$ cat src/rtl/clock_alarm_core_if.sv
// Control/status bundle for clock_alarm_core: time/alarm presets, alarm controls,
// and the registered time and annunciator outputs.
interface clock_alarm_core_if #(
  parameter int unsigned SEC_W = 6,
  parameter int unsigned MIN_W = 6,
  parameter int unsigned HR_W  = 5
);
  logic             ena;
  logic             load;
  logic [HR_W-1:0]  load_hr;
  logic [MIN_W-1:0] load_min;
  logic [SEC_W-1:0] load_sec;
  logic             alarm_set;
  logic [HR_W-1:0]  alarm_hr;
  logic [MIN_W-1:0] alarm_min;
  logic             arm;
  logic             ack;
  logic             snooze;
  logic [HR_W-1:0]  hours;
  logic [MIN_W-1:0] minutes;
  logic [SEC_W-1:0] seconds;
  logic             tick;
  logic             alarm;
  logic             snoozed;

  modport master (
    output ena, load, load_hr, load_min, load_sec,
    output alarm_set, alarm_hr, alarm_min, arm, ack, snooze,
    input  hours, minutes, seconds, tick, alarm, snoozed
  );

  modport slave (
    input  ena, load, load_hr, load_min, load_sec,
    input  alarm_set, alarm_hr, alarm_min, arm, ack, snooze,
    output hours, minutes, seconds, tick, alarm, snoozed
  );
endinterface

$ cat src/rtl/clock_alarm_core.sv
// H:M:S real-time clock with prescaled tick, presets and an armed alarm FSM.
// Define CLOCKALARM_SNOOZE_EN to build the SNOOZED state and snooze target logic.
module clock_alarm_core #(
  parameter int unsigned TICK_DIV   = 1,
  parameter int unsigned SEC_MOD    = 60,
  parameter int unsigned MIN_MOD    = 60,
  parameter int unsigned HR_MOD     = 24,
  parameter int unsigned SEC_W      = 6,
  parameter int unsigned MIN_W      = 6,
  parameter int unsigned HR_W       = 5,
  parameter int unsigned RING_LEN   = 60,
  parameter int unsigned SNOOZE_MIN = 5
) (
  input  logic              clk_i,
  input  logic              rst_ni,
  clock_alarm_core_if.slave bus
);
  localparam int unsigned PW = (TICK_DIV > 1) ? $clog2(TICK_DIV) : 1;
  localparam int unsigned RW = (RING_LEN > 1) ? $clog2(RING_LEN) : 1;
  localparam logic [PW-1:0]    PRE_LAST  = PW'(TICK_DIV - 1);
  localparam logic [SEC_W-1:0] SEC_LAST  = SEC_W'(SEC_MOD - 1);
  localparam logic [MIN_W-1:0] MIN_LAST  = MIN_W'(MIN_MOD - 1);
  localparam logic [HR_W-1:0]  HR_LAST   = HR_W'(HR_MOD - 1);
  localparam logic [RW-1:0]    RING_LAST = RW'(RING_LEN - 1);

`ifdef CLOCKALARM_SNOOZE_EN
  typedef enum logic [1:0] {IDLE, RINGING, SNOOZED} state_e;
`else
  typedef enum logic {IDLE, RINGING} state_e;
`endif

  state_e           state_q, state_d;
  logic [PW-1:0]    pre_q, pre_d;
  logic [SEC_W-1:0] sec_q, sec_d, sec_adv, ld_sec;
  logic [MIN_W-1:0] min_q, min_d, min_adv, ld_min;
  logic [HR_W-1:0]  hr_q, hr_d, hr_adv, ld_hr;
  logic [HR_W-1:0]  alm_hr_q;
  logic [MIN_W-1:0] alm_min_q;
  logic [RW-1:0]    ring_q, ring_d;
  logic             tick_q, alarm_q;
  logic             adv, alm_hit;

  // A load on the same edge swallows the advance and restarts the prescaler.
  assign adv = bus.ena && !bus.load && (pre_q == PRE_LAST);

  assign ld_sec = ({1'b0, bus.load_sec} >= (SEC_W+1)'(SEC_MOD)) ? '0 : bus.load_sec;
  assign ld_min = ({1'b0, bus.load_min} >= (MIN_W+1)'(MIN_MOD)) ? '0 : bus.load_min;
  assign ld_hr  = ({1'b0, bus.load_hr}  >= (HR_W+1)'(HR_MOD))   ? '0 : bus.load_hr;

  always_comb begin
    sec_adv = sec_q + 1'b1;
    min_adv = min_q;
    hr_adv  = hr_q;
    if (sec_q == SEC_LAST) begin
      sec_adv = '0;
      min_adv = min_q + 1'b1;
      if (min_q == MIN_LAST) begin
        min_adv = '0;
        hr_adv  = (hr_q == HR_LAST) ? '0 : hr_q + 1'b1;
      end
    end
  end

  always_comb begin
    pre_d = pre_q;
    sec_d = sec_q;
    min_d = min_q;
    hr_d  = hr_q;
    if (bus.load) begin
      pre_d = '0;
      sec_d = ld_sec;
      min_d = ld_min;
      hr_d  = ld_hr;
    end else if (bus.ena) begin
      pre_d = (pre_q == PRE_LAST) ? '0 : pre_q + 1'b1;
      if (adv) begin
        sec_d = sec_adv;
        min_d = min_adv;
        hr_d  = hr_adv;
      end
    end
  end

  assign alm_hit = adv && bus.arm && (sec_adv == '0) &&
                   (min_adv == alm_min_q) && (hr_adv == alm_hr_q);

`ifdef CLOCKALARM_SNOOZE_EN
  logic [HR_W-1:0]  snz_hr_q, snz_hr_d, tgt_hr;
  logic [MIN_W-1:0] snz_min_q, snz_min_d, tgt_min;
  logic [MIN_W:0]   min_sum;
  logic             snoozed_q, snz_hit;

  always_comb begin
    min_sum = {1'b0, min_q} + (MIN_W+1)'(SNOOZE_MIN);
    tgt_min = min_sum[MIN_W-1:0];
    tgt_hr  = hr_q;
    if (min_sum >= (MIN_W+1)'(MIN_MOD)) begin
      tgt_min = MIN_W'(min_sum - (MIN_W+1)'(MIN_MOD));
      tgt_hr  = (hr_q == HR_LAST) ? '0 : hr_q + 1'b1;
    end
  end

  assign snz_hit = adv && bus.arm && (sec_adv == '0) &&
                   (min_adv == snz_min_q) && (hr_adv == snz_hr_q);
`else
  localparam int unsigned unused_snooze_min = SNOOZE_MIN;
  logic unused_snooze;
  assign unused_snooze = bus.snooze;
`endif

  always_comb begin
    state_d = state_q;
    ring_d  = ring_q;
`ifdef CLOCKALARM_SNOOZE_EN
    snz_hr_d  = snz_hr_q;
    snz_min_d = snz_min_q;
`endif
    case (state_q)
      IDLE: begin
        if (alm_hit) begin
          state_d = RINGING;
          ring_d  = '0;
        end
      end
      RINGING: begin
        if (bus.ack || !bus.arm) begin
          state_d = IDLE;
`ifdef CLOCKALARM_SNOOZE_EN
        end else if (bus.snooze) begin
          state_d   = SNOOZED;
          snz_hr_d  = tgt_hr;
          snz_min_d = tgt_min;
`endif
        end else if (adv) begin
          if (ring_q == RING_LAST) state_d = IDLE;
          else                     ring_d  = ring_q + 1'b1;
        end
      end
`ifdef CLOCKALARM_SNOOZE_EN
      SNOOZED: begin
        if (bus.ack || !bus.arm) begin
          state_d = IDLE;
        end else if (snz_hit) begin
          state_d = RINGING;
          ring_d  = '0;
        end
      end
`endif
      default: state_d = IDLE;
    endcase
  end

  always_ff @(posedge clk_i) begin
    if (!rst_ni) begin
      state_q   <= IDLE;
      pre_q     <= '0;
      sec_q     <= '0;
      min_q     <= '0;
      hr_q      <= '0;
      alm_hr_q  <= '0;
      alm_min_q <= '0;
      ring_q    <= '0;
      tick_q    <= 1'b0;
      alarm_q   <= 1'b0;
`ifdef CLOCKALARM_SNOOZE_EN
      snz_hr_q  <= '0;
      snz_min_q <= '0;
      snoozed_q <= 1'b0;
`endif
    end else begin
      state_q <= state_d;
      pre_q   <= pre_d;
      sec_q   <= sec_d;
      min_q   <= min_d;
      hr_q    <= hr_d;
      ring_q  <= ring_d;
      tick_q  <= adv;
      alarm_q <= (state_d == RINGING);
`ifdef CLOCKALARM_SNOOZE_EN
      snz_hr_q  <= snz_hr_d;
      snz_min_q <= snz_min_d;
      snoozed_q <= (state_d == SNOOZED);
`endif
      if (bus.alarm_set) begin
        alm_hr_q  <= bus.alarm_hr;
        alm_min_q <= bus.alarm_min;
      end
    end
  end

  assign bus.hours   = hr_q;
  assign bus.minutes = min_q;
  assign bus.seconds = sec_q;
  assign bus.tick    = tick_q;
  assign bus.alarm   = alarm_q;
`ifdef CLOCKALARM_SNOOZE_EN
  assign bus.snoozed = snoozed_q;
`else
  assign bus.snoozed = 1'b0;
`endif
endmodule

$ cat src/flat_wrapper.sv
// flat-port wrapper written by rule: the top's interface ports become plain ports
module clock_alarm_core_flat 
#(
  parameter int unsigned TICK_DIV   = 1,
  parameter int unsigned SEC_MOD    = 60,
  parameter int unsigned MIN_MOD    = 60,
  parameter int unsigned HR_MOD     = 24,
  parameter int unsigned SEC_W      = 6,
  parameter int unsigned MIN_W      = 6,
  parameter int unsigned HR_W       = 5,
  parameter int unsigned RING_LEN   = 60,
  parameter int unsigned SNOOZE_MIN = 5
)
  (clk_i, rst_ni, bus_ena, bus_load, bus_load_hr, bus_load_min, bus_load_sec, bus_alarm_set, bus_alarm_hr, bus_alarm_min, bus_arm, bus_ack, bus_snooze, bus_hours, bus_minutes, bus_seconds, bus_tick, bus_alarm, bus_snoozed);
  clock_alarm_core_if #(.SEC_W(SEC_W), .MIN_W(MIN_W), .HR_W(HR_W)) bus_i ();
  input  logic clk_i;
  input  logic rst_ni;
  input wire logic [$bits(bus_i.ena)-1:0] bus_ena;
  input wire logic [$bits(bus_i.load)-1:0] bus_load;
  input wire logic [$bits(bus_i.load_hr)-1:0] bus_load_hr;
  input wire logic [$bits(bus_i.load_min)-1:0] bus_load_min;
  input wire logic [$bits(bus_i.load_sec)-1:0] bus_load_sec;
  input wire logic [$bits(bus_i.alarm_set)-1:0] bus_alarm_set;
  input wire logic [$bits(bus_i.alarm_hr)-1:0] bus_alarm_hr;
  input wire logic [$bits(bus_i.alarm_min)-1:0] bus_alarm_min;
  input wire logic [$bits(bus_i.arm)-1:0] bus_arm;
  input wire logic [$bits(bus_i.ack)-1:0] bus_ack;
  input wire logic [$bits(bus_i.snooze)-1:0] bus_snooze;
  output wire logic [$bits(bus_i.hours)-1:0] bus_hours;
  output wire logic [$bits(bus_i.minutes)-1:0] bus_minutes;
  output wire logic [$bits(bus_i.seconds)-1:0] bus_seconds;
  output wire logic [$bits(bus_i.tick)-1:0] bus_tick;
  output wire logic [$bits(bus_i.alarm)-1:0] bus_alarm;
  output wire logic [$bits(bus_i.snoozed)-1:0] bus_snoozed;
  assign bus_i.ena = bus_ena;
  assign bus_i.load = bus_load;
  assign bus_i.load_hr = bus_load_hr;
  assign bus_i.load_min = bus_load_min;
  assign bus_i.load_sec = bus_load_sec;
  assign bus_i.alarm_set = bus_alarm_set;
  assign bus_i.alarm_hr = bus_alarm_hr;
  assign bus_i.alarm_min = bus_alarm_min;
  assign bus_i.arm = bus_arm;
  assign bus_i.ack = bus_ack;
  assign bus_i.snooze = bus_snooze;
  assign bus_hours = bus_i.hours;
  assign bus_minutes = bus_i.minutes;
  assign bus_seconds = bus_i.seconds;
  assign bus_tick = bus_i.tick;
  assign bus_alarm = bus_i.alarm;
  assign bus_snoozed = bus_i.snoozed;
  clock_alarm_core #(.TICK_DIV(TICK_DIV), .SEC_MOD(SEC_MOD), .MIN_MOD(MIN_MOD), .HR_MOD(HR_MOD), .SEC_W(SEC_W), .MIN_W(MIN_W), .HR_W(HR_W), .RING_LEN(RING_LEN), .SNOOZE_MIN(SNOOZE_MIN)) u_core (.clk_i(clk_i), .rst_ni(rst_ni), .bus(bus_i));
endmodule
$ cat config.mk
export PLATFORM = sky130hd
export DESIGN_NAME = clock_alarm_core_flat
export DESIGN_NICKNAME = d
export VERILOG_FILES = /design/src/rtl/clock_alarm_core_if.sv /design/src/rtl/clock_alarm_core.sv /design/src/flat_wrapper.sv
export SDC_FILE = /design/constraint.sdc
export NUM_CORES = 1
export LEC_CHECK = 0
export ABC_AREA = 1
export CAP_MARGIN = 15
export CORE_ASPECT_RATIO = 0.5
export CORE_MARGIN = 8
export CORE_UTILIZATION = 48
export CTS_BUF_LIST = sky130_fd_sc_hd__clkbuf_4
export CTS_CLUSTER_DIAMETER = 30
export DETAILED_ROUTE_END_ITERATION = 7
export DONT_BUFFER_PORTS = 1
export HOLD_SLACK_MARGIN = 0.08
export PLACE_DENSITY = 0.75
export SLEW_MARGIN = 20
export SYNTH_ARGS = -nofsm -noshare
export SYNTH_HDL_FRONTEND = slang
export SYNTH_SLANG_ARGS = --single-unit
$ cat constraint.sdc
create_clock -name clk_i -period 1.8 [get_ports clk_i]
set_input_delay 0.45 -clock clk_i [delete_from_list [all_inputs] [get_ports clk_i]]
set_output_delay 0.45 -clock clk_i [all_outputs]
set_load 0.01 [all_outputs]
* Word-level counts from Yosys, hierarchy flattened
Cells that the tools add are included.
Operators by class: eq/ne operators 10, bitwise gates (word level) 3, multiplexer cells 29, $lt $le $gt $ge 3, reductions and logical operators 15, add/subtract/negate cells 5
Operators by type and width (count):
- 6-bit 2-to-1 mux | 15
- 5-bit 2-to-1 mux | 7
- 6-bit by 1-bit adder with 6-bit output, second input constant | 3
- 6-bit == test, second input constant | 3
- 6-bit greater-or-equal comparator, second input constant | 2
- 6-bit case mux with 2 select lines | 1
- 6-bit == test | 1
- 1-bit logical AND | 6
- 6-bit zero test | 1
- 2-bit != test, second input constant | 3
- 5-bit by 1-bit adder with 5-bit output, second input constant | 1
- 5-bit == test | 1
- 5-bit == test, second input constant | 1
- 5-bit greater-or-equal comparator, second input constant | 1
- 1-bit 2-to-1 mux | 5
- 4-bit AND reduction | 1
- 2-bit nonzero test | 2
- 1-bit inverter | 3
- 1-bit zero test | 2
- 2-bit by 1-bit != test with 1-bit output, second input constant | 1
- 1-bit case mux with 2 select lines | 1
- 2-bit AND reduction | 1
- 2-bit OR reduction | 1
- 1-bit adder, second input constant | 1
- 1-bit logical OR | 1
Storage, ports and cells: output and inout port bits 20, logic and storage cells 74, register bits after elaboration 37, input bits 36

* Depth between registers and ports, before layout
depth after elaboration 9, gate-level depth with buffers 18, depth with buffers taken out 15

* Worst setup path after synthesis
Ideal clock, no wire load.
path kind register to register, start point register u_core.sec_q[0] (netlist: u_core.bus.seconds[0]), end point register u_core.ring_q[2], arrival time 1.972 ns, path slack -0.287 ns, stages on the path, launching flop included 15, path buffers 2, clock period less this slack 2.087 ns, library setup time 0.115 ns, data required time 1.685 ns, path through dfxtp_1 ha_1 nand3_2 nor2_4 buf_6 nand3_1 nand3_2 nand2_1 nand2_1 nand2_1 nor2_1 nand3_2 buf_6 a21oi_1 nor2_1
Between the ends: word-level cells in the longest chain between the ends 8, elaborated cells between the ends (all ways) 13, classes of those cells 1 x add/sub; 4 x eq/ne; 3 x mux; 5 x reduce/logical
RTL lines:
- start, declared | line clock_alarm_core.sv:34 | logic [SEC_W-1:0] sec_q, sec_d, sec_adv, ld_sec;
- start signal, assigned | line clock_alarm_core.sv:157 | sec_q <= '0;
- start signal, assigned | line clock_alarm_core.sv:173 | sec_q <= sec_d;
- 6-bit by 1-bit adder with 6-bit output or 6-bit == test (tied branches) | line clock_alarm_core.sv:51, clock_alarm_core.sv:54
- 6-bit 2-to-1 mux | line clock_alarm_core.sv:54 | if (sec_q == SEC_LAST) begin
- 6-bit zero test | line clock_alarm_core.sv:84 | assign alm_hit = adv && bus.arm && (sec_adv == '0) &&
- 1-bit logical AND (2 in series) | line clock_alarm_core.sv:84
- 1-bit logical AND * | line clock_alarm_core.sv:85 | (min_adv == alm_min_q) && (hr_adv == alm_hr_q);
- 2-bit by 1-bit != test with 1-bit output (no line) *
- 4-bit AND reduction (no line) *
- end signal, assigned | line clock_alarm_core.sv:176 | ring_q <= ring_d;
- end, declared | line clock_alarm_core.sv:39 | logic [RW-1:0] ring_q, ring_d;
Mark *: on every way between the ends. The rest lies on a longest branch, timed or not. A chain may end at the register's enable or synchronous reset.

* Worst setup path in the final report
start point register u_core.sec_q[0] (netlist: u_core.bus.seconds[0]), end point register u_core.ring_q[5]
Same word-level chain as after synthesis.

==> metrics.txt <==
# TYPE chip_impl_metric gauge
chip_impl_info{name="run_status",value="complete, but fails checks"} 1
chip_impl_info{name="failed_checks",value="negative setup slack"} 1
chip_impl_metric{name="use_met1",unit=""} 0.249
chip_impl_metric{name="ys_warn_count",unit=""} 0
chip_impl_metric{name="die_footprint",unit="µm²"} 7500
chip_impl_metric{name="post-route-cell-area",unit="µm²"} 3290
chip_impl_metric{name="min_period_over_period",unit=""} 1.22
chip_impl_info{name="worstHoldEndpoint",value="u_core.ring_q[2]"} 1
chip_impl_metric{name="initial_core_util",unit=""} 0.485
chip_impl_metric{name="dieHeight",unit="µm"} 65.4
chip_impl_info{name="critPathCaptureType",value="flip-flop"} 1
chip_impl_metric{name="worst-r2r-setup-slack",unit="ps"} -400
chip_impl_metric{name="floorplan.die.width",unit="µm"} 115
chip_impl_metric{name="ys_seq_elements",unit=""} 36
chip_impl_metric{name="drc",unit=""} 0
chip_impl_metric{name="timing_hold_violations_final",unit=""} 0
chip_impl_metric{name="syn-cell-area",unit="µm²"} 2340
chip_impl_metric{name="placedInstanceArea",unit="µm²"} 3000
chip_impl_metric{name="viasPerCell",unit=""} 5.49
chip_impl_metric{name="cap_viol_max_count",unit=""} 0
chip_impl_metric{name="layout_setup_ws",unit="ps"} -402
chip_impl_metric{name="global_route_wire_length_before_repair",unit="µm"} 12400
chip_impl_metric{name="grt.overflow.total",unit=""} 0
chip_impl_metric{name="number_of_global_route_vias_before_repair",unit=""} 2643
chip_impl_metric{name="routed_wirelength",unit="µm"} 8120
chip_impl_info{name="clock_tree.root_cell",value="clkbuf_4"} 1
chip_impl_metric{name="max_clock_freq",unit="MHz"} 454
chip_impl_metric{name="yosysUniqueCellTypes",unit=""} 32
chip_impl_metric{name="grt_max_degree",unit=""} 22
chip_impl_info{name="critical_path.reg2reg.startpoint",value="u_core.bus.seconds[0]"} 1
chip_impl_metric{name="final_layout_size_suffix_gt1_frac",unit=""} 0.328
chip_impl_metric{name="track_usage",unit=""} 0.203
chip_impl_metric{name="worst_ep_required_time",unit="ps"} 2060
chip_impl_metric{name="portion_of_the_post_synthesis_area_used_by_sequential_elements",unit=""} 0.308
chip_impl_info{name="criticalPathCategory",value="reg -> reg"} 1
chip_impl_metric{name="reg2regPathDepth",unit=""} 14
chip_impl_metric{name="cts.sinks",unit=""} 36
chip_impl_metric{name="cts_max_path_buffers",unit=""} 2
chip_impl_metric{name="setup_viol",unit=""} 7
chip_impl_metric{name="first_pass_iters",unit=""} 5
chip_impl_metric{name="synth_cells",unit=""} 370
chip_impl_info{name="cts_tree",value="yes"} 1
chip_impl_metric{name="top_cell_type_s_share_of_synthesized_area",unit=""} 0.308
chip_impl_metric{name="fin_worst_skew",unit="ps"} 20.8
chip_impl_info{name="synthDominantAreaCellType",value="dfxtp_1"} 1
chip_impl_metric{name="vias",unit=""} 2809
chip_impl_metric{name="clk_transition_reported_paths",unit="ps"} 130
chip_impl_metric{name="synth.avg_cell_area",unit="µm²"} 6.32
chip_impl_metric{name="port_buffers",unit=""} 0
chip_impl_info{name="crit_path_start_kind",value="flip-flop"} 1
chip_impl_metric{name="avgRoutedWirePerCell",unit="µm"} 15.9
chip_impl_metric{name="global_route.usage.met2",unit=""} 0.353
chip_impl_metric{name="antenna_found_initial",unit=""} 0
chip_impl_info{name="timing.hold.worst.class",value="in -> reg"} 1
chip_impl_metric{name="drt_iter0_markers",unit=""} 208
chip_impl_metric{name="post-route-min-period",unit="ps"} 2200
chip_impl_metric{name="finalMaxSlewViolations",unit=""} 0
chip_impl_info{name="netlist_top_cells_area",value="dfxtp_1, nand2_1, nand3_1"} 1
chip_impl_metric{name="cp_data_arrival_time",unit="ps"} 2460
chip_impl_info{name="reg2reg_to",value="u_core.ring_q[5]"} 1
chip_impl_metric{name="pin_count",unit=""} 56
chip_impl_metric{name="mappedNetlistNets",unit=""} 411
chip_impl_info{name="grt_busiest_layer",value="met2"} 1
chip_impl_metric{name="detailed_placement_hpwl",unit="µm"} 5750
chip_impl_metric{name="leakagePower",unit="µW"} 0.00152
chip_impl_metric{name="fin_nets",unit=""} 482
chip_impl_info{name="hold_path_startpoint",value="rst_ni"} 1
chip_impl_metric{name="cts_max_level",unit=""} 2
chip_impl_metric{name="rows",unit=""} 18
chip_impl_metric{name="crit_fanout",unit=""} 5
chip_impl_metric{name="clk_latency",unit="ps"} 350
chip_impl_metric{name="min_delay_path_depth",unit=""} 2
chip_impl_metric{name="grt.met3_usage",unit=""} 0.0457
chip_impl_metric{name="tritoncts.num_buffers",unit=""} 5
chip_impl_metric{name="worst_hold_slack",unit="ps"} 205
chip_impl_metric{name="antenna_cells_inserted",unit=""} 0
chip_impl_metric{name="power.density_cell_area",unit="nW/µm²"} 552
chip_impl_metric{name="routabilityCongestion",unit=""} 0.944
chip_impl_metric{name="setup_total_negative_slack",unit="ps"} -2440
chip_impl_info{name="rsz0062_at_grt",value="true"} 1
chip_impl_metric{name="core_region_area",unit="µm²"} 4820
chip_impl_metric{name="final_antenna_net_count",unit=""} 0
chip_impl_metric{name="peakVddDrop",unit="mV"} 0.357
chip_impl_metric{name="areaGrowthSynthToFinish",unit="%"} 40.5
[registers in the layout, indices dropped and copies added, names as in the netlist]
name and count:
u_core.alm_min_q 6, u_core.bus.minutes 6, u_core.bus.seconds 6, u_core.ring_q 6, u_core.alm_hr_q 5, u_core.bus.hours 5, u_core.bus.tick 1, u_core.state_q 1
[per-layer routing]
layer,up-vias,share of wire
li1,1365,-
met1,1286,0.43
met2,147,0.48
met3,11,0.077
met4,0,0.011
met5,-,0
[worst max-delay path by stage]
stage	start	endpoint	slack (ps)	depth (start not counted)
after global placement	u_core.bus.seconds[1]	u_core.ring_q[2]	-220	16
final	u_core.bus.seconds[0]	u_core.ring_q[5]	-400	14
after global routing	u_core.bus.seconds[0]	u_core.ring_q[5]	-530	16
after floorplan	u_core.bus.seconds[1]	u_core.ring_q[2]	-70	14
after CTS	u_core.bus.seconds[1]	u_core.ring_q[0]	-270	16
after detailed placement	u_core.bus.seconds[1]	u_core.ring_q[4]	-340	16
[placed cells by master (no fill, tap or decap), types with 4 or more instances in the layout]
master    synthesis  layout
buf_4             1      72
nand2_1          91      81
nor2_4            1       5
a31oi_1           8       8
a21oi_2           0       4
o21ai_0          19      18
dfxtp_4           0       4
nand3_1          40      26
nor2_2            3       4
a21oi_1          24      18
nand4_1          12      12
inv_1            50      50
nor3_1            4       4
o22ai_1           7       7
clkbuf_4          0       5
nor2_1           33      28
nand3_2           7      19
nand2_2           2      10
dfxtp_1          36      29
[area by class of cell]
| cell class | count | area, µm² |
|---|---|---|
| fill | 390 | 1530 |
| tap | 70 | 87.6 |
| timing repair buffer | 78 | 639 |
| clock inverter | 3 | 37.5 |
| clock buffer | 5 | 37.5 |
| sequential | 36 | 739 |
| inverter | 53 | 199 |
| multi-input combinational | 267 | 1550 |
[worst max-delay path: stages, from the launching register on]
cell and delay [ps]:
dfxtp_4 380, ha_4 160, buf_4 130, nand4_1 190
nand3_2 130, nand2_1 80, nor2_4 100, nand2_2 80
nor2_2 150, nand2_2 80, nor2_2 130, nand3_4 130
clkbuf_16 190, a21oi_2 140, nor2_1 60
[cell families after synthesis]
| group | Yosys count | share of synthesized area |
|---|---|---|
| simple gates | 195 | 0.379 |
| buf+inv | 67 | 0.126 |
| compound gates | 65 | 0.155 |
| flops | 36 | 0.308 |
| fa+ha+maj | 5 | 0.0267 |
| xor+xnor | 1 | 0.00374 |
| other cells | 1 | 0.00160 |
[repair_timing]
item                                    4_1_cts  5_1_grt
endpoints found under the setup margin        7        8
hold buffers                                  0        0
buffers inserted                              0        3
gates cloned                                  0        1
gates resized for setup                      12       32
pin swaps                                     2       21
[through the flow]
step | utilization | setup WS, ps | std cells | power [µW]
after floorplan | - | -65.2 | 370 | 1080
final | 0.682 | -402 | 512 | 1820
after global routing | 0.682 | -527 | 512 | 1900
after CTS | 0.647 | -271 | 508 | 1790
after detailed placement | 0.622 | -335 | 500 | 1230
after global placement | 0.622 | -219 | 500 | 1210
[report_power, final]
part	leakage [µW]	switching [µW]	internal, µW	total (µW)
logic	0.00118	211	160	371
registers	0.000300	34.8	837	871
clock network	0.0000403	289	284	573
[cell usage after synthesis]
cell      count
nor2_2        3
o21ai_1       2
clkbuf_1      6
nor3_1        4
nand3b_1      1
a31oi_1       8
nor4_1        1
nor2_4        1
conb_1        1
nand4_1      12
a21oi_1      24
a32o_1        1
nand2_2       2
xor2_1        1
nand3_1      40
buf_4         1
inv_2         2
o22ai_1       7
dfxtp_1      36
a22oi_1       1
clkinv_1      1
o21ai_0      19
buf_2         2
nor2_1       33
ha_1          5
inv_1        50
nand3_2       7
o21bai_1      1
o32ai_1       1
buf_6         5
o41ai_1       1
nand2_1      91
Note: power is estimated with default switching activity, not from simulation.
==> RTL change: new RTL, config.mk and constraints unchanged <==
`MIN_W` is set to 6 in 3 places; all go to 3.
--- a/src/rtl/clock_alarm_core_if.sv
+++ b/src/rtl/clock_alarm_core_if.sv
@@ -2,7 +2,7 @@
 // and the registered time and annunciator outputs.
 interface clock_alarm_core_if #(
   parameter int unsigned SEC_W = 6,
-  parameter int unsigned MIN_W = 6,
+  parameter int unsigned MIN_W = 3,
   parameter int unsigned HR_W  = 5
 );
   logic             ena;
--- a/src/rtl/clock_alarm_core.sv
+++ b/src/rtl/clock_alarm_core.sv
@@ -6,7 +6,7 @@
   parameter int unsigned MIN_MOD    = 60,
   parameter int unsigned HR_MOD     = 24,
   parameter int unsigned SEC_W      = 6,
-  parameter int unsigned MIN_W      = 6,
+  parameter int unsigned MIN_W      = 3,
   parameter int unsigned HR_W       = 5,
   parameter int unsigned RING_LEN   = 60,
   parameter int unsigned SNOOZE_MIN = 5
--- a/src/flat_wrapper.sv
+++ b/src/flat_wrapper.sv
@@ -6,7 +6,7 @@
   parameter int unsigned MIN_MOD    = 60,
   parameter int unsigned HR_MOD     = 24,
   parameter int unsigned SEC_W      = 6,
-  parameter int unsigned MIN_W      = 6,
+  parameter int unsigned MIN_W      = 3,
   parameter int unsigned HR_W       = 5,
   parameter int unsigned RING_LEN   = 60,
   parameter int unsigned SNOOZE_MIN = 5
Ports: changed (resized bus_alarm_min, bus_load_min and bus_minutes); port bits go from 56 to 47. No check against the original RTL was run, so the function may have changed too.
==> RTL change against the original RTL <==
The run still ends with negative setup slack left. Total power decreased by 23%. Non-clock buffer count shrank 45. Design area shrank 28%. Sequential cell count is 6 lower. Critical path depth did not move. Area after synthesis decreased by 19%. Setup slack gained 350 ps. Wire length shrank 34%. Hold slack improved by 21 ps. Clock skew down 7.6 ps. Count of clock-buffer cells in the layout grew 1. Cell count shrank 27%. Critical path type unchanged. Largest cell class unchanged.
==> RTL change: results (changes against the original RTL) <==
status=complete, but fails checks (unchanged); failing checks=negative setup slack (unchanged); ys flop type=dfxtp_1 (unchanged); Iteration-0 DRC Markers=109 (was 208); maximum vdd drop=0.000268 V (was 0.000357 V); Post-synth top cells=67 x nand2_1, 41 x inv_1, 37 x nand3_1 (was 91 x nand2_1, 50 x inv_1, 40 x nand3_1); Post-synth ARST share=0% (unchanged); setup tns final=-167 ps (was -2440 ps); top post-synthesis cells by area=dfxtp_1 32%, nand2_1 13%, nand3_1 9.8%, inv_1 8.1%, o21ai_0 4.5% (was dfxtp_1 31%, nand2_1 15%, nand3_1 8.6%, inv_1 8.0%, nor2_1 5.3%); worst hold path startpoint=rst_ni (unchanged); Tot Pwr=0.00140 W (was 0.00182 W); Net count, final=356 (was 482); Pint=0.000963 W (was 0.00128 W); largest net degree at the start of global routing=20 (was 22); Clock Path Buffers=2 (unchanged); first drt pass iteration count=4 (was 5); fin worst setup slack=-50.3 ps (was -402 ps); CTS clock-pin slew for the worst setup and hold paths=110 ps (was 130 ps); Mapped Nets=324 (was 411); Vias=2027 (was 2809); comb pwr=0.000267 W (was 0.000371 W); sequential element share of the synthesized area=31.7% (was 30.8%); crit path max-delay cell type=dfxtp_2 (was dfxtp_4); CTS H-tree lvls=2 (unchanged); beginning of the critical path=u_core.bus.seconds[0]$_SDFFE_PN0P_ (unchanged); first-pass GRT wire length=8860 µm (was 12400 µm); Root Driver=clkbuf_4 (unchanged); clock power share=29.6% (was 31.6%); Final Hold Viols=0 (unchanged); Final Skew=13.2 ps (was 20.8 ps); # port buffers=0 (unchanged); Crit Path Max Fanout=5 (unchanged); Netlist cell types=33 (was 32); setup violators final=5 (was 7); GRT Util Overall=17.4% (was 20.3%); layout cell share with drive strength beyond 1=27.0% (was 32.8%); hold crit path type=input port to register (unchanged); Hold Path Depth=2 (unchanged); dpl hpwl=3990 µm (was 5750 µm); Lkg Pwr=1.03 nW (was 1.52 nW); routed len/inst=14.3 µm (was 15.9 µm); worst skew pair latency=340 ps; gpl congestion=0.909 (was 0.944); cell area after placement=2150 µm² (was 3000 µm²); critical path data arrival time=2130 ps (was 2460 ps); Yosys warnings=0 (unchanged); CP max stage delay=360 ps (was 380 ps); diodes inserted=0 (unchanged); vias in the first global route=1891 (was 2643)
[RTL change: layout make-up]
class | instances | area (µm²)
clock buffers | 6 | 45.0
clock inverters | 2 | 8.76
fillers | 341 | 1490
inverters | 43 | 161
multi-input cells | 208 | 1210
flip-flops and latches | 30 | 606
well taps | 54 | 67.6
repair buffers | 33 | 255
[RTL change: logic make-up after synthesis]
kind of cell	count (synthesis)	synth area share (%)
buf+inv	51	10.8
compound gates	51	16.1
simple gates	147	36.1
xor+xnor	4	1.85
fa+ha+maj	5	3.30
flops	30	31.7
other cells	1	0.198
[RTL change: per-layer routing]
metal	GRT usage, %	share of wire [%]	wire, µm	vias up
met4	6.83	1.3	72	0
met2	29.6	46	2490	67
met5	0	0	0	-
li1	-	-	-	1012
met1	20.9	44	2390	938
met3	4.77	8.2	440	10
[RTL change: per-stage QoR]
| stage | setup WS (ps) | utilization, % | cells |
|---|---|---|---|
| global placement | -91.0 | 56.1 | 365 |
| detailed placement | -131 | 56.1 | 365 |
| floorplan | 20.9 | - | 289 |
| global route | -207 | 61.3 | 376 |
| CTS | -12.3 | 59.4 | 374 |
| finish | -50.3 | 61.3 | 376 |
[RTL change: timing repair]
item                       4_1_cts  5_1_grt
buffers inserted                 1        2
setup endpoints to repair        7        7
pin swaps                        5        7
resized for setup               16       17
[RTL change: path summary, 6_finish.rpt]
check                                     endpoint  slack, ps
setup / recovery     u_core.ring_q[5]$_SDFFE_PN0P_        -50
hold / removal    u_core.bus.hours[3]$_SDFFE_PN0P_        230
setup reg to reg     u_core.ring_q[5]$_SDFFE_PN0P_        -50
hold reg to reg    u_core.alm_hr_q[0]$_SDFFE_PN0P_        470
